[src/rtl/uart_tx.sv]
// 8N1 UART transmitter, LSB first, with a 4-entry input FIFO so queued bytes
// leave back-to-back with no idle gap between stop bit and next start bit.
module uart_tx #(
    parameter int CLKS_PER_BIT = 16
) (
    input  logic       clk,
    input  logic       rst,
    input  logic [7:0] data,
    input  logic       data_valid,
    output logic       ready,
    output logic       tx,
    output logic       busy,
    output logic       overflow
);

    typedef enum logic [1:0] {
        IDLE,
        START,
        DATA,
        STOP
    } state_t;

    localparam logic [15:0] BAUD_LAST = 16'(CLKS_PER_BIT - 1);

    logic [7:0]  fifo_mem [0:3];
    logic [1:0]  wr_ptr;
    logic [1:0]  rd_ptr;
    logic [2:0]  count;
    logic        push;
    logic        pop;
    logic [7:0]  fifo_head;

    state_t      state;
    state_t      state_next;
    logic        tx_next;
    logic [7:0]  shift;
    logic [7:0]  shift_next;
    logic [15:0] baud;
    logic [15:0] baud_next;
    logic [2:0]  bit_cnt;
    logic [2:0]  bit_next;
    logic        baud_end;

    assign ready     = (count != 3'd4);
    assign push      = data_valid && ready;
    assign fifo_head = fifo_mem[rd_ptr];
    assign baud_end  = (baud == BAUD_LAST);
    assign busy      = (state != IDLE) || (count != 3'd0);

    always_ff @(posedge clk or posedge rst) begin
        if (rst) begin
            wr_ptr <= '0;
            rd_ptr <= '0;
            count  <= '0;
        end else begin
            if (push) begin
                wr_ptr <= wr_ptr + 2'd1;
            end
            if (pop) begin
                rd_ptr <= rd_ptr + 2'd1;
            end
            if (push && !pop) begin
                count <= count + 3'd1;
            end else if (pop && !push) begin
                count <= count - 3'd1;
            end
        end
    end

    // Storage needs no reset: a slot is only read after it has been written.
    always_ff @(posedge clk) begin
        if (push) begin
            fifo_mem[wr_ptr] <= data;
        end
    end

    always_ff @(posedge clk or posedge rst) begin
        if (rst) begin
            overflow <= 1'b0;
        end else if (data_valid && !ready) begin
            overflow <= 1'b1;
        end
    end

    always_ff @(posedge clk or posedge rst) begin
        if (rst) begin
            state   <= IDLE;
            tx      <= 1'b1;
            shift   <= '0;
            baud    <= '0;
            bit_cnt <= '0;
        end else begin
            state   <= state_next;
            tx      <= tx_next;
            shift   <= shift_next;
            baud    <= baud_next;
            bit_cnt <= bit_next;
        end
    end

    // Every transition happens on a baud wrap (or from IDLE with baud at 0),
    // so the counter restarts at 0 on each state entry.
    always_comb begin
        state_next = state;
        tx_next    = tx;
        shift_next = shift;
        baud_next  = baud_end ? 16'd0 : baud + 16'd1;
        bit_next   = bit_cnt;
        pop        = 1'b0;

        case (state)
            IDLE: begin
                tx_next   = 1'b1;
                baud_next = 16'd0;
                if (count != 3'd0) begin
                    pop        = 1'b1;
                    shift_next = fifo_head;
                    tx_next    = 1'b0;
                    state_next = START;
                end
            end
            START: begin
                if (baud_end) begin
                    tx_next    = shift[0];
                    bit_next   = 3'd0;
                    state_next = DATA;
                end
            end
            DATA: begin
                if (baud_end) begin
                    if (bit_cnt == 3'd7) begin
                        tx_next    = 1'b1;
                        state_next = STOP;
                    end else begin
                        shift_next = shift >> 1;
                        tx_next    = shift[1];
                        bit_next   = bit_cnt + 3'd1;
                    end
                end
            end
            STOP: begin
                if (baud_end) begin
                    if (count != 3'd0) begin
                        pop        = 1'b1;
                        shift_next = fifo_head;
                        tx_next    = 1'b0;
                        state_next = START;
                    end else begin
                        tx_next    = 1'b1;
                        state_next = IDLE;
                    end
                end
            end
            default: begin
                tx_next    = 1'b1;
                state_next = IDLE;
            end
        endcase
    end

endmodule

[config.mk]
export PLATFORM = sky130hd
export DESIGN_NAME = uart_tx
export DESIGN_NICKNAME = d
export VERILOG_FILES = /design/src/rtl/uart_tx.sv
export SDC_FILE = /design/constraint.sdc
export NUM_CORES = 1
export LEC_CHECK = 0
export ABC_AREA = 1
export BUFFER_PORTS_ARGS = -buffer_cell sky130_fd_sc_hd__buf_2
export CAP_MARGIN = 25
export CORE_ASPECT_RATIO = 1.1
export CORE_UTILIZATION = 60
export CTS_CLUSTER_DIAMETER = 80
export CTS_CLUSTER_SIZE = 8
export DETAILED_ROUTE_END_ITERATION = 16
export PLACE_DENSITY = 0.8
export SLEW_MARGIN = 20
export SYNTH_ARGS = -nofsm -noshare
export SYNTH_HDL_FRONTEND = slang
export SYNTH_SLANG_ARGS = --single-unit
[constraint.sdc]
create_clock -name clk -period 7.2 [get_ports clk]
set_clock_uncertainty 0.1 [all_clocks]
set_input_delay 1.08 -clock clk [delete_from_list [all_inputs] [get_ports clk]]
set_output_delay 1.08 -clock clk [all_outputs]
set_load 0.005 [all_outputs]
==> flow_metrics.tcl, run 1 <==
set metrics [dict create \
    cp-endpoint "busy" \
    yosys.area.top_type "edfxtp_1" \
    wirelength_um 6154 \
    coreArea_mm2 0.005465 \
    p_leak_uw 0.001793 \
    rsz0062_at_grt "false" \
    crit_chain "inv_1 -> ha_1 -> nand3_1 -> buf_2" \
    holdWs_ps 367.7 \
    viasPerCell 5.223 \
    timing.rr.end "count[1]$_DFFE_PP0P_" \
    crit_start "state[0]$_DFFE_PP0P_" \
    cts_root_buffer "clkbuf_8" \
    ys.flop_type "dfrtp_1" \
    setup_tns_ps 0 \
    syn_to_final_growth_pct 10.19 \
    detail_route.first_pass.iterations 5 \
    dieArea_mm2 0.006102 \
    post-synth-top-count-cell "nand2_1" \
    period_needed_ps 2998 \
    vias 2486 \
    drc_errors 0 \
    avgSynthCellArea_um2 9.220 \
    grt.overflow.total 0 \
    portBuffers 14 \
    slew_violations 0 \
    regToRegSetupSlack_ps 4270 \
    ys_seq_elements 70 \
    cts_tree "built" \
    yosysTopAreaCellShare_pct 27.65 \
    synth_edf_count 32 \
    slew_headroom_pct 46.50 \
    cp_top_family "adder cells" \
    cts_hold_buf 0 \
    r2r_start "state[0]$_DFFE_PP0P_" \
    layout.nets 422 \
    fin_crit_sh_pct 41.63 \
    crit_fanout 14 \
    clockBufferDepth 2 \
    slowest_stage "ha_1" \
    synthTopCellsByArea "edfxtp_1, dfrtp_1, nand2_1" \
    dpl_cell_area_mm2 0.003603 \
    cap_violations 0 \
    peakVddDrop_mv 0.2769 \
    crit_path_end_kind "primary output" \
    cp.arrival_ps 1820 \
    placementRows 28 \
    ff2ff_path_depth 9 \
    antenna_found_initial 0 \
    ys_types 33 \
    synth_commonest_cells "nand2_1, nand3_1, nor2_1" \
    postCtsSetupBuffers 0 \
    drive_above_1_share_pct 11.72 \
    num_io_pins 15 \
    crit_required_ps 6020 \
    synth_area_mm2 0.003476 \
    drtAntennaViolNets 0 \
    cpPeakStageDelay_ps 500 \
    grt_max_degree 35 \
    crit_cells 4 \
    syn-instance-count 377 \
    initial_core_util_pct 63.60 \
    syn_nets 403 \
    path_class "reg -> out" \
    grt_usage_pct 23.86 \
    startpoint_type "flop" \
    cts_sinks 70 \
    drt_iter0_drc 192 \
    clk_latency_ps 350 \
    grt_pass1_vias 2335 \
    fp.dieW_um 74.57 \
    yosysWarningCount 0 \
    htreeDepth 3 \
    die_h_um 81.83 \
    post_drt_wl_per_cell_um 12.93 \
    grt_first_pass_wirelength_um 10610 \
    finalInstanceArea_mm2 0.003830 \
    synth-seq-area-share_pct 55.04 \
    cts_buffers 9 \
    gp_congestion 0.8608 \
    fmax_mhz 333.6 \
    power_density_mw_per_mm2 256.0 \
    async_reset_ff_share_pct 54.29 \
    post_cts_resized 0 \
    critPathBufInv 2 \
    finalHoldViolCount 0 \
    hp-class "reg -> reg" \
    clkTransAtPathRegs_ps 70 \
    final-setup-viol-count 0 \
    worst_pin_slew_ps 799.5 \
    status "finished, final reports clean" \
    place_hpwl_um 4311 \
    n_antenna_cell 0 \
]
[routing by layer]
| metal | up-vias | part of all wire (%) | GRT usage, % |
|---|---|---|---|
| met5 | - | 0 | 0 |
| met4 | 0 | 1.4 | 8.491 |
| met3 | 9 | 3.9 | 6.994 |
| met2 | 55 | 51 | 39.73 |
| met1 | 1169 | 44 | 29.50 |
| li1 | 1253 | - | - |
[power breakdown]
part / internal [uW] / switching (uW)
registers: 476 / 23.2
clock network: 200 / 161
logic: 43.9 / 76.9
[sequential cells by signal, summed over array words and instances (netlist names)]
register and flops:
baud 16, bit_cnt 3, count 3, fifo_mem 32, overflow 1, rd_ptr 2, shift 8, state 2
tx 1, wr_ptr 2
[worst min-delay path by stage]
stage / slack (ps) / cells after the start / startpoint / endpoint
CTS: 370 / 1 / overflow$_DFFE_PP0P_ / overflow$_DFFE_PP0P_
floorplan: 340 / 2 / shift[7]$_DFFE_PP0P_ / shift[7]$_DFFE_PP0P_
global placement: 340 / 1 / overflow$_DFFE_PP0P_ / overflow$_DFFE_PP0P_
global route: 380 / 1 / overflow$_DFFE_PP0P_ / overflow$_DFFE_PP0P_
finish: 370 / 1 / overflow$_DFFE_PP0P_ / overflow$_DFFE_PP0P_
detailed placement: 350 / 1 / overflow$_DFFE_PP0P_ / overflow$_DFFE_PP0P_
[stage by stage]
step	utilization [%]	setup WS (ps)	total power (uW)	cells
2_1_floorplan	-	4750	590.3	377
3_3_place_gp	65.93	4410	625.0	460
3_5_place_dp	65.93	4288	631.5	460
4_1_cts	70.08	4181	993.1	476
5_1_grt	70.08	4096	1031	476
6_report	70.08	4203	980.4	476
[area by class of cell]
class | instances | area (um2)
Multi-Input combinational cell | 268 | 1399
Clock buffer | 9 | 123.9
Tap cell | 75 | 93.84
Inverter | 32 | 120.1
Sequential cell | 70 | 1913
Clock inverter | 7 | 102.6
Fill cell | 435 | 1635
Timing Repair Buffer | 15 | 77.57
[placed cells by master, fill, tap and decap left out, types with 3 or more instances in the layout]
cell type and count:
xor2_1 11, inv_1 30, nand2_4 4, nor2_1 44
a21oi_1 5, inv_6 4, nand4_1 4, nand2_1 118
dfrtp_1 37, clkbuf_8 9, buf_2 14, xnor2_1 3
edfxtp_1 32, ha_1 14, nand3_1 46
[kinds of logic after synthesis]
kind of cell / synth area share, %
XOR/XNOR: 3.528
AND/OR/NAND/NOR: 28.94
adder cells (fa/ha/maj): 5.616
AO/OA/AOI/OAI: 1.836
buffers and inverters: 4.716
flip-flops: 55.04
multiplexers: 0.3240
No activity file was read; power rests on OpenSTA's default activity.
==> run 2, diff against run 1 <==
--- a/config.mk
+++ b/config.mk
@@ -9,11 +9,11 @@
 export BUFFER_PORTS_ARGS = -buffer_cell sky130_fd_sc_hd__buf_2
 export CAP_MARGIN = 25
 export CORE_ASPECT_RATIO = 1.1
-export CORE_UTILIZATION = 60
+export CORE_UTILIZATION = 55
 export CTS_CLUSTER_DIAMETER = 80
 export CTS_CLUSTER_SIZE = 8
 export DETAILED_ROUTE_END_ITERATION = 16
-export PLACE_DENSITY = 0.8
+export PLACE_DENSITY = 0.77
 export SLEW_MARGIN = 20
 export SYNTH_ARGS = -nofsm -noshare
 export SYNTH_HDL_FRONTEND = slang
==> constraint.sdc (replaced) <==
create_clock -name clk -period 2.58 [get_ports clk]
set_clock_uncertainty 0.1 [all_clocks]
set_input_delay 0.387 -clock clk [delete_from_list [all_inputs] [get_ports clk]]
set_output_delay 0.387 -clock clk [all_outputs]
set_load 0.005 [all_outputs]
==> run 2 against run 1 <==
Effect of this change:
- utilization down 6.8 points
- critical path depth up 6
- via count up 0.68%
==> flow_metrics.tcl, run 2 (same netlist as run 1, synthesis figures left out) <==
set metrics [dict create \
    status "finished, final reports clean" \
    drtAntennaViolNets 0 \
    period_needed_ps 2455 \
    cpPeakStageDelay_ps 420 \
    cpMostUsedCell "inv_1" \
    utilization_pct 63.29 \
    crit_required_ps 2720 \
    startpoint_type "flop" \
    vias 2503 \
    fin_crit_sh_pct 95.15 \
    crit_chain "inv_1 -> ha_1 -> inv_1 -> nand2_1 -> a21oi_4 -> nand2_4 -> ha_1 -> inv_1 -> fa_1 -> mux2_2" \
    slew_violations 0 \
    grt_pass1_vias 2407 \
    cts_tree "built" \
    slowest_stage "dfrtp_1" \
    antenna_found_initial 0 \
    dieArea_mm2 0.006642 \
    layout.nets 430 \
    syn_to_final_growth_pct 11.41 \
    grt_usage_pct 22.11 \
    cts_buffers 9 \
    totalPowerFinal_uw 2598 \
    detail_route.first_pass.iterations 4 \
    cp.arrival_ps 2600 \
    largest_register_ff_count 32 \
    drt_iter0_drc 142 \
    place_hpwl_um 4443 \
    power_density_mw_per_mm2 670.8 \
    multi_input_area_mm2 0.001413 \
    viasPerCell 5.119 \
    path_class "reg -> reg" \
    final_cell_mix "nand2_1, nand3_1, nor2_1" \
    slew_headroom_pct 67.66 \
    reg_top3 "fifo_mem x32, baud x16, shift x8" \
    die_h_um 85.38 \
    grt_max_degree 39 \
    final_common_cell "nand2_1" \
    placementRows 30 \
    fp.dieW_um 77.80 \
    cts_hold_buf 0 \
    nFillCells 478 \
    finalHoldViolCount 0 \
    critPathBufInv 3 \
    seq_area_mm2 0.001913 \
    cp_top_family "adder cells" \
    crit_fanout 5 \
    gp_congestion 0.8076 \
    p_leak_uw 0.001813 \
    wirelength_um 6297 \
    initial_core_util_pct 56.81 \
    num_io_pins 15 \
    clkTransAtPathRegs_ps 80 \
    setup_tns_ps 0 \
    clockBufferDepth 2 \
    post_drt_wl_per_cell_um 12.88 \
    fmax_mhz 407.3 \
    peakVddDrop_mv 0.5428 \
    drive_above_1_share_pct 13.94 \
    portBuffers 14 \
    cap_violations 0 \
    top_register "fifo_mem" \
    cts_sinks 70 \
    n_antenna_cell 0 \
    grt.overflow.total 0 \
    grt_first_pass_wirelength_um 11060 \
    crit_path_end_kind "flop" \
    final-setup-viol-count 0 \
    drc_errors 0 \
    cts_root_buffer "clkbuf_8" \
    rsz0062_at_grt "false" \
    clk_latency_ps 360 \
    hp-class "in -> async" \
    worst_pin_slew_ps 485.1 \
    coreArea_mm2 0.006118 \
    htreeDepth 3 \
]
run 2: timing repair:
item                                    4_1_cts  5_1_grt
endpoints found under the hold margin         0        0
pin swaps                                     0        0
buffers inserted                              0        0
endpoints found under the setup margin        1        1
resized for setup                             1        2
run 2: layout make-up:
cell class                 count  area share [%]
clock buffer                   9           3.199
clock inverter                 7           1.680
inverter                      32           3.102
multi-input combinational    268           36.48
sequential                    70           49.40
tap                           80           2.585
timing repair buffer          23           3.554
run 2: path summary, 6_finish.rpt:
kind	endpoint	slack, ps	cells after the start	from
min reg2reg	overflow$_DFFE_PP0P_	370	1	overflow$_DFFE_PP0P_
max in group asynchronous	tx$_DFFE_PP1P_	1990	3	rst
max reg2reg	count[1]$_DFFE_PP0P_	130	10	state[1]$_DFFE_PP0P_
min	baud[12]$_DFF_PP0_	30	3	rst
min in group clk	fifo_mem[3][5]$_DFFE_PP_	130	1	data[5]
max	count[1]$_DFFE_PP0P_	130	10	state[1]$_DFFE_PP0P_
run 2: report_power, final:
group | internal (uW) | switching [uW]
registers | 1330 | 63.9
clock network | 371 | 475
logic | 144 | 218
total | 1840 | 756
run 2: worst min-delay path: cells and delay by family:
kind | cells | cell delay [ps]
buffers and inverters | 3 | 540
run 2: through the flow:
| step | area, um2 | worst slack [ps] | hold slack, ps | instances |
|---|---|---|---|---|
| floorplan | 3476 | 162.7 | 341.7 | 377 |
| global placement | 3670 | 135.5 | 346.5 | 473 |
| detailed placement | 3670 | 40.46 | 354.3 | 473 |
| CTS | 3862 | 110.6 | 35.62 | 489 |
| global route | 3872 | 11.53 | 65.28 | 489 |
| finish | 3872 | 125.0 | 29.56 | 489 |
run 2: per-layer routing:
metal | share of wire [%] | up-vias | track usage [%]
met1 | 44 | 1177 | 26.41
li1 | - | 1273 | -
met4 | 3.1 | 0 | 12.52
met2 | 50 | 38 | 37.65
met5 | 0 | - | 0
met3 | 2.6 | 15 | 3.978
